`src/rtl/mux_8x4_collect.sv`:
```
// mux_8x4_collect: round-robin collector of eight 4-bit lanes onto one
// (value, lane index) stream with a valid/ready output handshake.

// One lane: a single-entry holding buffer with a one-cycle capture ack.
module mux_8x4_lane #(
    parameter int WIDTH = 4
) (
    input  logic             clk,
    input  logic             reset,
    input  logic [WIDTH-1:0] d,
    input  logic             req,
    input  logic             grant,
    output logic [WIDTH-1:0] hold,
    output logic             pending,
    output logic             ack
);
    logic capture;

    // A request is ignored while the buffer is full or the ack is still out.
    assign capture = req & ~pending & ~ack;

    // Capture loads the buffer; a grant empties it (never both in one cycle).
    always_ff @(posedge clk) begin
        if (reset) begin
            hold    <= '0;
            pending <= 1'b0;
            ack     <= 1'b0;
        end else begin
            ack <= capture;
            if (capture) begin
                hold    <= d;
                pending <= 1'b1;
            end else if (grant) begin
                pending <= 1'b0;
            end
        end
    end
endmodule

module mux_8x4_collect #(
    parameter int WIDTH = 4
) (
    input  logic             clk,
    input  logic             reset,
    input  logic [WIDTH-1:0] D [7:0],
    input  logic [7:0]       req,
    output logic [7:0]       ack,
    output logic [WIDTH-1:0] out_val,
    output logic [2:0]       out_sel,
    output logic             out_valid,
    input  logic             out_ready
);
    logic [WIDTH-1:0] hold [8];
    logic [7:0]       pending;
    logic [7:0]       grant_vec;
    logic [2:0]       ptr;
    logic [2:0]       gnt;
    logic [2:0]       idx;
    logic             found;
    logic             free;

    for (genvar i = 0; i < 8; i++) begin : g_lane
        mux_8x4_lane #(.WIDTH(WIDTH)) u_lane (
            .clk     (clk),
            .reset   (reset),
            .d       (D[i]),
            .req     (req[i]),
            .grant   (grant_vec[i]),
            .hold    (hold[i]),
            .pending (pending[i]),
            .ack     (ack[i])
        );
    end

    // Output slot can take a new entry when empty or being drained now.
    assign free = ~out_valid | out_ready;

    // First pending lane at or after ptr, wrapping modulo 8.
    always_comb begin
        found = 1'b0;
        gnt   = '0;
        idx   = '0;
        for (int k = 0; k < 8; k++) begin
            idx = ptr + 3'(k);
            if (!found && pending[idx]) begin
                found = 1'b1;
                gnt   = idx;
            end
        end
    end

    assign grant_vec = (free && found) ? (8'd1 << gnt) : 8'd0;

    // Output register and round-robin pointer; value/sel hold when idle.
    always_ff @(posedge clk) begin
        if (reset) begin
            out_val   <= '0;
            out_sel   <= '0;
            out_valid <= 1'b0;
            ptr       <= '0;
        end else if (free) begin
            if (found) begin
                out_val   <= hold[gnt];
                out_sel   <= gnt;
                out_valid <= 1'b1;
                ptr       <= gnt + 3'd1;
            end else begin
                out_valid <= 1'b0;
            end
        end
    end
endmodule

```
`config.mk`:
```
export PLATFORM = sky130hd
export DESIGN_NAME = mux_8x4_collect
export DESIGN_NICKNAME = d
export VERILOG_FILES = /design/src/rtl/mux_8x4_collect.sv
export SDC_FILE = /design/constraint.sdc
export NUM_CORES = 1
export LEC_CHECK = 0
export CAP_MARGIN = 20
export CORE_MARGIN = 2
export CORE_UTILIZATION = 40
export CTS_BUF_LIST = sky130_fd_sc_hd__clkbuf_16
export DETAILED_ROUTE_END_ITERATION = 10
export PLACE_DENSITY = 0.59
export SYNTH_ARGS = -nofsm -noshare
export SYNTH_HDL_FRONTEND = slang
export SYNTH_SLANG_ARGS = --single-unit
```
`constraint.sdc`:
```
create_clock -name clk -period 4.2 [get_ports clk]
set_input_delay 0.84 -clock clk [delete_from_list [all_inputs] [get_ports clk]]
set_output_delay 0.84 -clock clk [all_outputs]
set_load 0.02 [all_outputs]
```
==> results by group <==
Pwr
  • Final Total Pwr: 4.315 mW
  • LEAKAGE: 1.643 nW
  • Worst VDD drop: 0.4631 mV
  • Pwr dens: 979.2 mW/mm2

Critical path
  • Critical Path AT: between 3 and 4 ns
  • Slowest CP cell: o41ai_4
  • Crit-path max cell delay: between 0.5 and 0.6 ns
  • Req. time, crit path: between 4 and 5 ns
  • Startpoint types: flop
  • CP Capture Type: flop
  • Reg2Reg Depth: 11
  • Critical path fanouts, max: 14
  • Setup Crit Path Kind: reg2reg
  • CP Cell Sequence: inv_1 -> ha_1 -> buf_4 -> mux2i_1 -> mux4_2 -> o311ai_0 -> o41ai_4 -> o22a_4 -> mux2_2 -> o211ai_1 -> a311oi_1

Detailed routing
  • Vias after detailed routing: roughly 3.0k
  • DRC viols: 0
  • Detail Route Antenna Nets: 0
  • Post-Route WL: 8922 um
  • Drt via density: 5.589
  • Starting DRC count in detailed routing: between 150 and 200
  • Drt wl/cell: ~17 um
  • 1st-pass router iterations: 4

STA
  • Crit share post-route: between 80% and 90%
  • RSZ-0062 raised after global routing: false
  • Hold Violations, Final: 0
  • Tmin final: ~3.7 ns
  • Max_slew headroom: 28.95%
  • Worst hold slack: about 0.46 ns
  • Max Freq: around 270 MHz
  • Final worst slack: roughly 0.47 ns
  • Tightest Pin Transition: between 1 and 1.5 ns
  • TNS Setup: 0 ns
  • Final Skew: ~0.0054 ns
  • Finish-stage setup viols: 0
  • Final Max Tran Viols: 0

Yosys
  • Synth Instances: ~370
  • Asr flop ratio synth: 0%
  • Yosys warnings: 0
  • Share of the synthesized area in the top cell type: 33.57%
  • EDFF count, synth: 0
  • Synth Register Bits: between 50 and 60
  • Post-synthesis sequential area ratio: 33.57%
  • Top_reg_cell synth: dfxtp_1
  • Syn nets: ~420
  • Syn Area/Cell: roughly 9.4 um2
  • Area contributors post-synth: dfxtp_1 (34%), mux4_2 (8.3%), mux2i_1 (8.0%), nor2_1 (6.4%), o221ai_1 (4.0%)
  • Synth cell types: between 50 and 60
  • Synthesized area: roughly 0.0035 mm2
  • Post-synth top area cell: dfxtp_1

Place
  • Placed cell area: a little over 0.004 mm2
  • Pre-CTS WS: ~0.51 ns
  • IO Port Bufs: slightly below 60
  • Hpwl dp: ~6600 um
  • Routability Congestion: a little over 0.9

Global routing
  • Total gr overflow: 0
  • GRT Util Overall: a little under a fifth
  • Number of global-route vias before repair: between 2k and 3k
  • Global-route wire length before repair: about 15000 um
  • Pin count of the biggest net entering global routing: just over 60
  • Initial antenna violation count: 0

Clock tree
  • Sink Count: 59
  • Clock buffer depth: 2
  • Clock latency on the worst-skew pair: about 0.32 ns
  • Setup bufs post-CTS: 0
  • PostCTS Resize Cnt: 0
  • Root buf cell: clkbuf_16
  • CTS tree: yes
  • H-tree depth: 3
  • Hold buffers post-CTS: 0
  • CTS clk-pin slew, worst paths: roughly 0.05 ns
  • Num CTS Buffers: 9

Floorplanning
  • Die X: 97.79 um
  • Die ar.: ~0.0096 mm2
  • Site row count: 34
  • Core footprint: ~0.0086 mm2
  • Die Ht: roughly 98 um
  • # IOs: 59
  • Initial Util: roughly 40%

Cells and area
  • Layout cell share with drive strength beyond 1: between 15 and 20%
  • Layout area overhead: 25.25%
  • Post-route cell area: 0.004407 mm2
  • Fill count: 805
  • Final net count: ~470
  • # diodes: 0

Status
  • Status: finished, final reports clean

Hold path
  • Min-delay worst type: reg2reg
  • Hold depth: 2

Flow run
  • Max Cap Viol: 0
==> layout make-up <==
class / instances / area [um2] / share of cell area [%]
sequential: 59 / 1181 / 26.80
timing repair buffer: 69 / 655.6 / 14.88
clock inverter: 7 / 70.07 / 1.590
inverter: 15 / 56.30 / 1.278
tap: 108 / 135.1 / 3.066
multi-input combinational: 266 / 2083 / 47.27
clock buffer: 9 / 225.2 / 5.111
==> registers in the layout, indices dropped and copies added, names as in the netlist <==
name / flops
out_val: 4
out_valid: 1
g_lane.u_lane.ack: 8
out_sel: 3
g_lane.u_lane.hold: 32
ptr: 3
g_lane.u_lane.pending: 8
==> final timing paths <==
path,start,endpoint,slack (ns)
max reg2reg,ptr[1],out_val[1],0.47
max,ptr[1],out_val[1],0.47
min,g_lane[3].u_lane.hold[0],g_lane[3].u_lane.hold[0],0.46
min reg2reg,g_lane[3].u_lane.hold[0],g_lane[3].u_lane.hold[0],0.46
==> per-stage QoR <==
step	cells	utilization, %
final	533	51.03
after global routing	533	51.03
after CTS	532	50.97
after detailed placement	516	47.55
after global placement	516	47.55
after floorplan	373	-
==> synthesized netlist by cell type, types with 4 or more instances <==
| master | number |
|---|---|
| o221ai_1 | 16 |
| mux2_1 | 4 |
| clkbuf_1 | 8 |
| nor2b_1 | 9 |
| buf_6 | 4 |
| nand2_1 | 16 |
| nor3b_1 | 8 |
| mux2_2 | 8 |
| a21oi_1 | 18 |
| a311oi_1 | 5 |
| mux2i_1 | 28 |
| buf_2 | 11 |
| buf_4 | 8 |
| dfxtp_1 | 59 |
| mux4_2 | 13 |
| nor2_1 | 60 |
| inv_1 | 13 |
| o211ai_1 | 9 |
| nor3_1 | 14 |
| nand2b_1 | 5 |
==> cell usage in the layout (no fill, tap or decap), types with 4 or more instances in the layout <==
master	Yosys	final
nor3_1	14	14
nor2_1	60	60
mux2i_1	28	28
o221ai_1	16	16
clkbuf_16	0	9
inv_1	13	14
o211ai_1	9	9
clkdlybuf4s50_1	0	57
nand2b_1	5	5
nand2_1	16	16
a311oi_1	5	5
nor2b_1	9	9
mux4_2	13	13
buf_4	8	10
mux2_1	4	4
mux2_2	8	8
nor3b_1	8	8
a21oi_1	18	18
dfxtp_1	59	59
==> worst max-delay path: cells and delay by family (launching register included) <==
kind | cells | cell delay, ns
AO/OA/AOI/OAI | 5 | 1.46
adder cells (fa/ha/maj) | 1 | 0.40
multiplexers | 3 | 1.07
buffers and inverters | 2 | 0.28
flip-flops | 1 | 0.32
==> where the power goes <==
| part | switching, mW | internal [mW] | leakage [nW] | total, mW |
|---|---|---|---|---|
| Sequential | 0.123 | 0.682 | 0.486 | 0.805 |
| Clock | 0.260 | 0.456 | 0.139 | 0.716 |
| Combinational | 1.60 | 1.19 | 1.02 | 2.79 |
| Total | 1.98 | 2.33 | 1.64 | 4.31 |
==> cell families after synthesis <==
group / after synthesis / synth area share (%)
buffers and inverters: 48 / 7.219
muxes: 56 / 21.62
AOI/OAI and AO/OA: 76 / 18.21
DFF: 59 / 33.57
adders and majority gates: 3 / 1.067
xor gates and xnor gates: 5 / 1.245
and+or+nand+nor: 126 / 17.07
==> metal layers <==
layer / GRT usage, % / wire (um) / vias up
met5: 0 / 0 / -
met4: 8.654 / 243 / 0
met3: 1.933 / 248 / 18
met2: 31.51 / 4396 / 63
met1: 24.83 / 4033 / 1431
li1: - / - / 1467
Note: power is estimated with default switching activity, not from simulation.
